File: src/rtl/id_ex_pkg.sv
// Shared widths, ALU command encodings and field structs for the ID/EX pipeline register.
// Optional FWD_SRC_EN adds the forwarding source addresses to data_t.
package id_ex_pkg;

  localparam int DATA_W     = 32;
  localparam int REG_ADDR_W = 4;
  localparam int CMD_W      = 4;
  localparam int SHOP_W     = 12;
  localparam int SIMM_W     = 24;
  localparam int SR_W       = 4;

  localparam logic [CMD_W-1:0] EXE_NOP = 4'b0000;
  localparam logic [CMD_W-1:0] EXE_MOV = 4'b0001;
  localparam logic [CMD_W-1:0] EXE_ADD = 4'b0010;
  localparam logic [CMD_W-1:0] EXE_ADC = 4'b0011;
  localparam logic [CMD_W-1:0] EXE_SUB = 4'b0100;
  localparam logic [CMD_W-1:0] EXE_SBC = 4'b0101;
  localparam logic [CMD_W-1:0] EXE_AND = 4'b0110;
  localparam logic [CMD_W-1:0] EXE_ORR = 4'b0111;
  localparam logic [CMD_W-1:0] EXE_EOR = 4'b1000;
  localparam logic [CMD_W-1:0] EXE_MVN = 4'b1001;

  typedef struct packed {
    logic             wb_en;
    logic             mem_r_en;
    logic             mem_w_en;
    logic             b;
    logic             s;
    logic [CMD_W-1:0] exe_cmd;
  } ctrl_t;

  typedef struct packed {
    logic [DATA_W-1:0]     pc;
    logic [DATA_W-1:0]     val_rn;
    logic [DATA_W-1:0]     val_rm;
    logic                  i;
    logic [SHOP_W-1:0]     shift_operand;
    logic [SIMM_W-1:0]     simm24;
    logic [REG_ADDR_W-1:0] dest;
    logic [SR_W-1:0]       sr;
`ifdef FWD_SRC_EN
    logic [REG_ADDR_W-1:0] src1;
    logic [REG_ADDR_W-1:0] src2;
`endif
  } data_t;

endpackage

File: src/rtl/stage_field_reg.sv
// Generic pipeline field register: reset/clear to zero beats hold, otherwise load d.
module stage_field_reg #(
  parameter int W = 1
) (
  input  logic         clk,
  input  logic         rst,
  input  logic         clr,
  input  logic         hold,
  input  logic [W-1:0] d,
  output logic [W-1:0] q
);

  logic [W-1:0] r_q;

  always_ff @(posedge clk) begin
    if (rst || clr) begin
      r_q <= '0;
    end else if (!hold) begin
      r_q <= d;
    end
  end

  assign q = r_q;

endmodule

File: src/rtl/id_ex_reg.sv
// ID->EX pipeline register with freeze (hold), flush (bubble) and a valid bit.
// Define FWD_SRC_EN to also carry the source register addresses to the forwarding unit.
module id_ex_reg #(
  parameter int DATA_W     = id_ex_pkg::DATA_W,
  parameter int REG_ADDR_W = id_ex_pkg::REG_ADDR_W,
  parameter int CMD_W      = id_ex_pkg::CMD_W
) (
  input  logic                  clk,
  input  logic                  rst,
  input  logic                  freeze,
  input  logic                  flush,
  input  logic                  id_valid,
  input  logic                  id_wb_en,
  input  logic                  id_mem_r_en,
  input  logic                  id_mem_w_en,
  input  logic                  id_b,
  input  logic                  id_s,
  input  logic [CMD_W-1:0]      id_exe_cmd,
  input  logic [DATA_W-1:0]     id_pc,
  input  logic [DATA_W-1:0]     id_val_rn,
  input  logic [DATA_W-1:0]     id_val_rm,
  input  logic                  id_i,
  input  logic [11:0]           id_shift_operand,
  input  logic [23:0]           id_simm24,
  input  logic [REG_ADDR_W-1:0] id_dest,
  input  logic [3:0]            id_sr,
`ifdef FWD_SRC_EN
  input  logic [REG_ADDR_W-1:0] id_src1,
  input  logic [REG_ADDR_W-1:0] id_src2,
  output logic [REG_ADDR_W-1:0] ex_src1,
  output logic [REG_ADDR_W-1:0] ex_src2,
`endif
  output logic                  ex_wb_en,
  output logic                  ex_mem_r_en,
  output logic                  ex_mem_w_en,
  output logic                  ex_b,
  output logic                  ex_s,
  output logic [CMD_W-1:0]      ex_exe_cmd,
  output logic [DATA_W-1:0]     ex_pc,
  output logic [DATA_W-1:0]     ex_val_rn,
  output logic [DATA_W-1:0]     ex_val_rm,
  output logic                  ex_i,
  output logic [11:0]           ex_shift_operand,
  output logic [23:0]           ex_simm24,
  output logic [REG_ADDR_W-1:0] ex_dest,
  output logic [3:0]            ex_sr,
  output logic                  ex_mem_cmd,
  output logic                  ex_valid
);
  import id_ex_pkg::*;

  // Stage protocol: freeze holds every field bit-stable; flush inserts an all-zero
  // bubble and wins over freeze; an invalid ID slot loads with control bits zeroed.
  ctrl_t w_ctrl_d, w_ctrl_q;
  data_t w_data_d, w_data_q;
  logic  r_valid;
  logic  r_mem_cmd;

  always_comb begin
    w_ctrl_d = '0;
    if (id_valid) begin
      w_ctrl_d.wb_en    = id_wb_en;
      w_ctrl_d.mem_r_en = id_mem_r_en;
      w_ctrl_d.mem_w_en = id_mem_w_en;
      w_ctrl_d.b        = id_b;
      w_ctrl_d.s        = id_s;
      w_ctrl_d.exe_cmd  = id_exe_cmd;
    end
  end

  always_comb begin
    w_data_d               = '0;
    w_data_d.pc            = id_pc;
    w_data_d.val_rn        = id_val_rn;
    w_data_d.val_rm        = id_val_rm;
    w_data_d.i             = id_i;
    w_data_d.shift_operand = id_shift_operand;
    w_data_d.simm24        = id_simm24;
    w_data_d.dest          = id_dest;
    w_data_d.sr            = id_sr;
`ifdef FWD_SRC_EN
    w_data_d.src1          = id_src1;
    w_data_d.src2          = id_src2;
`endif
  end

  stage_field_reg #(.W($bits(ctrl_t))) u_ctrl_reg (
    .clk  (clk),
    .rst  (rst),
    .clr  (flush),
    .hold (freeze),
    .d    (w_ctrl_d),
    .q    (w_ctrl_q)
  );

  stage_field_reg #(.W($bits(data_t))) u_data_reg (
    .clk  (clk),
    .rst  (rst),
    .clr  (flush),
    .hold (freeze),
    .d    (w_data_d),
    .q    (w_data_q)
  );

  // mem_cmd is precomputed here so the operand generator sees a registered signal.
  always_ff @(posedge clk) begin
    if (rst || flush) begin
      r_valid   <= 1'b0;
      r_mem_cmd <= 1'b0;
    end else if (!freeze) begin
      r_valid   <= id_valid;
      r_mem_cmd <= id_valid & (id_mem_r_en | id_mem_w_en);
    end
  end

  assign ex_wb_en         = w_ctrl_q.wb_en;
  assign ex_mem_r_en      = w_ctrl_q.mem_r_en;
  assign ex_mem_w_en      = w_ctrl_q.mem_w_en;
  assign ex_b             = w_ctrl_q.b;
  assign ex_s             = w_ctrl_q.s;
  assign ex_exe_cmd       = w_ctrl_q.exe_cmd;
  assign ex_pc            = w_data_q.pc;
  assign ex_val_rn        = w_data_q.val_rn;
  assign ex_val_rm        = w_data_q.val_rm;
  assign ex_i             = w_data_q.i;
  assign ex_shift_operand = w_data_q.shift_operand;
  assign ex_simm24        = w_data_q.simm24;
  assign ex_dest          = w_data_q.dest;
  assign ex_sr            = w_data_q.sr;
`ifdef FWD_SRC_EN
  assign ex_src1          = w_data_q.src1;
  assign ex_src2          = w_data_q.src2;
`endif
  assign ex_mem_cmd       = r_mem_cmd;
  assign ex_valid         = r_valid;

endmodule

File: config.mk
export PLATFORM = sky130hd
export DESIGN_NAME = id_ex_reg
export DESIGN_NICKNAME = d
export VERILOG_FILES = /design/src/rtl/id_ex_pkg.sv /design/src/rtl/stage_field_reg.sv /design/src/rtl/id_ex_reg.sv
export SDC_FILE = /design/constraint.sdc
export NUM_CORES = 1
export LEC_CHECK = 0
export CAP_MARGIN = 20
export CORE_UTILIZATION = 35
export CTS_CLUSTER_SIZE = 14
export DETAILED_ROUTE_END_ITERATION = 12
export HOLD_SLACK_MARGIN = 0.08
export MAX_ROUTING_LAYER = met4
export PLACE_DENSITY = 0.77
export SYNTH_ARGS = -nofsm -noshare
export SYNTH_HDL_FRONTEND = slang
export SYNTH_SLANG_ARGS = --single-unit
File: constraint.sdc
create_clock -name clk -period 1 [get_ports clk]
set_input_delay 0.2 -clock clk [delete_from_list [all_inputs] [get_ports clk]]
set_output_delay 0.2 -clock clk [all_outputs]
set_load 0.05 [all_outputs]
# After elaboration in Yosys (flattened, before gate mapping)
# Cells that the tools add are included.
word_totals:
  reg_bits: 152
  out_inout_bits: 152
  in_bits: 155
op_classes:
  bitwise: 2
  n_mux: 1
  reduce_logical: 1
ops:
  columns: ["operator", "count"]
  rows:
  - ["9-bit two-way mux", 1]
  - ["1-bit AND", 1]
  - ["1-bit logical OR", 1]
  - ["1-bit OR", 1]

# Longest topological paths before layout
logic_depth:
  ltp_word: 2
  depth_mapped: 5
  mapped_depth_nobuf: 3

# Hierarchy
# A second synthesis with hierarchy kept.
unflattened:
  hier_cells: 503
  area_unflattened_um2: 5519.0
by_module_without_submodules:
  columns: ["module", "area_each_um2", "instances", "cells_per_inst"]
  rows:
  - ["stage_field_reg (u_data_reg)", 5054.8, 1, 456]
  - ["stage_field_reg (u_ctrl_reg)", 329.1, 1, 30]
  - ["id_ex_reg", 135.1, 1, 17]

# Least setup slack after synthesis
# OpenSTA, ideal clock, no wires.
synth_timing:
  kind: "input to register"
  from: "in freeze"
  to: "reg u_data_reg.r_q[127] (netlist: u_data_reg.q[127])"
  cell_stages: 5
  arrival_time_ns: 0.879
  setup_slack_ns: 0.005
  setup_time_ns: 0.116
  required_time_ns: 0.884
  path_cell_list: "buf_4 > buf_8 > buf_4 > mux2i_1 > nor2_1"
synth_rtl:
  columns: ["element", "line_no", "rtl"]
  rows:
  - ["from (decl)", "id_ex_reg.sv:10", "input logic freeze,"]
  - ["to (signal assigned)", "stage_field_reg.sv:17", "r_q <= '0;"]
  - ["to (signal assigned)", "stage_field_reg.sv:19", "r_q <= d;"]
  - ["to (decl)", "stage_field_reg.sv:13", "logic [W-1:0] r_q;"]

# Worst setup path in the final report
layout_timing:
  from: "reg u_data_reg.r_q[6] (netlist: u_data_reg.q[6])"
  to: "out ex_dest[2]"
layout_rtl:
  columns: ["element", "line_no", "rtl"]
  rows:
  - ["to (decl)", "id_ex_reg.sv:45", "output logic [REG_ADDR_W-1:0] ex_dest,"]
# No word-level cell between the ends.

==> run_summary.xml <==
<?xml version="1.0" encoding="UTF-8"?>
<metrics>
  <group name="run_status">
    <metric name="run_status" unit="">complete, but fails checks</metric>
    <metric name="violations" unit="">negative setup slack</metric>
  </group>
  <group name="worst_setup_path">
    <metric name="slowest_delay" unit="ns">0.37</metric>
    <metric name="timing_worst_setup_path_type" unit="">register to output pin</metric>
    <metric name="ordered_list_of_cells_on_the_worst_path" unit="">buf_12</metric>
    <metric name="ff2ff_setup_slack" unit="ns">0.10</metric>
    <metric name="timing.critical_path.to_type" unit="">output pin</metric>
    <metric name="critical_path.n_buffers_inverters" unit="">1</metric>
    <metric name="crit-reg2reg-launch" unit="">u_data_reg.q[72]</metric>
    <metric name="worst_r2r_path_depth" unit="">4</metric>
    <metric name="worst_reg2reg_endpoint" unit="">u_data_reg.q[72]</metric>
    <metric name="cp_arrival" unit="ns">0.93</metric>
    <metric name="worstPathRequired" unit="ns">0.80</metric>
    <metric name="setup.worst_path.start_class" unit="">register</metric>
    <metric name="cp_max_fo" unit="">2</metric>
    <metric name="cp_max_delay_cell" unit="">dfxtp_2</metric>
    <metric name="cp_top_family" unit="">flip-flops</metric>
  </group>
  <group name="timing">
    <metric name="worst_slew_margin_rel" unit="%">81.6</metric>
    <metric name="timing.final.hold_violations" unit="">0</metric>
    <metric name="finalWorstPathRequiredPeriod" unit="ns">1.13</metric>
    <metric name="fin_ws" unit="ns">-0.129</metric>
    <metric name="timing.final.setup_violations" unit="">152</metric>
    <metric name="final-max-slew-violation-count" unit="">0</metric>
    <metric name="rsz_0062_raised_after_global_routing" unit="">yes</metric>
    <metric name="final.period_utilization" unit="%">113</metric>
    <metric name="worst_skew" unit="ns">0</metric>
    <metric name="worst_slew_pin_slew" unit="ns">0.276</metric>
    <metric name="max_freq" unit="GHz">0.886</metric>
  </group>
  <group name="clock_tree">
    <metric name="tritoncts" unit="">done</metric>
    <metric name="htree_levels" unit="">4</metric>
    <metric name="cts_hold_repair.buffers" unit="">0</metric>
    <metric name="worst_setup_hold_path_clk_slew" unit="ns">0.06</metric>
    <metric name="clock-root-buffer" unit="">clkbuf_16</metric>
    <metric name="numCtsBuffers" unit="">17</metric>
    <metric name="cts_sinks" unit="">152</metric>
    <metric name="clk-insertion-delay-late" unit="ns">0.41</metric>
    <metric name="clock_path_buffers" unit="">2</metric>
  </group>
  <group name="yosys">
    <metric name="synth_xor_area_share" unit="%">0</metric>
    <metric name="synth_top_family_by_area" unit="">multiplexers</metric>
    <metric name="synth.area.mux_share" unit="%">26.0</metric>
    <metric name="synthesis.area_per_instance" unit="um2">11.0</metric>
    <metric name="ys_types" unit="">15</metric>
    <metric name="yosys.area_share.adder" unit="%">0</metric>
    <metric name="yosysWarnings" unit="">0</metric>
    <metric name="synth-compound-area-share" unit="%">1.52</metric>
    <metric name="syn-cell-area" unit="um2">5430</metric>
    <metric name="synth_fp_nets" unit="">649</metric>
    <metric name="synthesis.instances" unit="">494</metric>
    <metric name="synth_simple_gate_area_share" unit="%">11.2</metric>
    <metric name="postSynthRegisterBits" unit="">152</metric>
    <metric name="synth-seq-area-share" unit="%">56.1</metric>
  </group>
  <group name="layout">
    <metric name="drive_above_1_share" unit="%">45.4</metric>
    <metric name="most-common-layout-cells" unit="">buf_12, clkdlybuf4s50_1, dfxtp_2</metric>
    <metric name="antenna_cells_inserted" unit="">0</metric>
    <metric name="design.final.nets" unit="">966</metric>
    <metric name="nFillCells" unit="">922</metric>
    <metric name="area.growth.synth_to_final" unit="%">105</metric>
    <metric name="util_after_layout" unit="%">73.3</metric>
    <metric name="layout.cells.most_common" unit="">buf_12</metric>
    <metric name="final_standard_cell_area_without_fillers" unit="um2">11100</metric>
  </group>
  <group name="global_route">
    <metric name="grt_antenna_before_repair" unit="">0</metric>
    <metric name="total_track_usage" unit="%">22.6</metric>
    <metric name="number_of_global_route_vias_before_repair" unit="">5112</metric>
    <metric name="grt_max_degree" unit="">64</metric>
    <metric name="grt_remaining_overflow" unit="">0</metric>
    <metric name="first_pass_grt_wire_length" unit="mm">26.7</metric>
  </group>
  <group name="floorplan">
    <metric name="initial_core_util" unit="%">35.8</metric>
    <metric name="die-width" unit="um">127</metric>
    <metric name="fp.dieArea" unit="um2">16000</metric>
    <metric name="floorplan.rows" unit="">45</metric>
    <metric name="die_height" unit="um">127</metric>
    <metric name="core_region_area" unit="um2">15100</metric>
    <metric name="floorplan.io_pins" unit="">307</metric>
  </group>
  <group name="worst_hold_path">
    <metric name="end_point_of_the_most_critical_hold_path" unit="">u_data_reg.q[134]</metric>
    <metric name="timing.hold.worst_path_depth" unit="">3</metric>
    <metric name="launch_instance_of_the_worst_min_delay_path" unit="">freeze</metric>
    <metric name="hold_class" unit="">primary input to register</metric>
  </group>
  <group name="placement">
    <metric name="dpl_worst_slack" unit="ns">-0.385</metric>
    <metric name="gp_routability_congestion" unit="">0.763</metric>
    <metric name="port_buffers" unit="">306</metric>
    <metric name="dpl-instance-area" unit="um2">10200</metric>
    <metric name="dp_hpwl" unit="mm">13.2</metric>
  </group>
  <group name="routing">
    <metric name="totalWireLength" unit="mm">17.6</metric>
    <metric name="drt_pass1_iterations" unit="">4</metric>
    <metric name="ant_nets" unit="">0</metric>
    <metric name="detailroute.via_count" unit="">4791</metric>
    <metric name="post_drt_wl_per_cell" unit="um">17.4</metric>
    <metric name="first_iter_violations" unit="">139</metric>
    <metric name="drc_errors" unit="">0</metric>
    <metric name="detail_route.vias_per_cell" unit="">4.73</metric>
  </group>
  <group name="power">
    <metric name="power-per-cell-area" unit="nW/um2">1450</metric>
    <metric name="irDropWorstVdd" unit="mV">1.03</metric>
    <metric name="report.power.total" unit="uW">16100</metric>
    <metric name="cellLeakagePower" unit="uW">0.00469</metric>
  </group>
  <group name="flow_run">
    <metric name="cap_viol_max_count" unit="">0</metric>
  </group>
</metrics>
## sequential cells by signal (all words and copies together) (netlist names)
register	cells
ex_mem_cmd	1
ex_valid	1
u_ctrl_reg.q	9
u_data_reg.q	141
## where the power goes
group,internal [uW],leakage (uW),switching (uW)
Clock,4140,0.000297,2490
Combinational,1630,0.00309,1330
Sequential,6280,0.00131,213
Total,12000,0.00469,4040
## how the worst max path moves through the flow
stage	from	depth (start not counted)	endpoint	slack, ns
after floorplan	freeze	5	u_data_reg.q[127]	0.005
after global placement	flush	4	ex_mem_cmd	-0.34
after detailed placement	flush	4	ex_mem_cmd	-0.38
after CTS	u_data_reg.q[49]	1	ex_val_rm[4]	-0.15
after global routing	u_data_reg.q[20]	1	ex_simm24[12]	-0.15
final	u_data_reg.q[6]	1	ex_dest[2]	-0.13
## per-layer routing
layer	global-route usage (%)	wire length, um	vias up
met1	21.6	6250	2243
met4	9.99	529	0
li1	-	-	2269
met3	8.77	1780	42
met2	40.3	9020	237
met5	-	0	-
## kinds of logic (layout without fill, tap and decap cells)
| kind of cell | Yosys count | count (layout) |
|---|---|---|
| multiplexers | 141 | 141 |
| flip-flops | 152 | 152 |
| buffers and inverters | 35 | 365 |
| AO/OA/AOI/OAI | 12 | 12 |
| AND/OR/NAND/NOR | 154 | 154 |
## per-stage QoR
step                      instances  setup TNS, ns  hold slack, ns
after CTS                      1009         -19.37           0.247
after detailed placement        969         -51.82           0.528
after global placement          969         -45.86           0.500
after floorplan                 494              0           0.344
after global routing           1012         -20.71           0.268
final                          1012         -15.76           0.261
## synth_stat cells (all sizes together)
library cell	instances	share of area [%]
or2	1	0.12
a22oi	9	1.2
buf	28	4.7
nor2	151	11
o21ai	1	0.092
a21oi	2	0.18
nand2	1	0.069
clkbuf	7	0.48
mux2i	141	26
dfxtp	152	56
nor2b	1	0.12
## final cells by class
cell class	instances	area [um2]	share of cell area, %
Clock buffer	22	474	4.27
Timing Repair Buffer	333	4890	44.0
Tap cell	188	235	2.12
Sequential cell	152	3260	29.3
Clock inverter	10	141	1.27
Multi-Input combinational cell	307	2110	19.0
## timing repair
item                                    4_1_cts  5_1_grt
gates cloned                                  0        0
setup buffers                                 8        3
endpoints found under the setup margin      152      153
resized for setup                           154        8
Note: power is estimated with default switching activity, not from simulation.
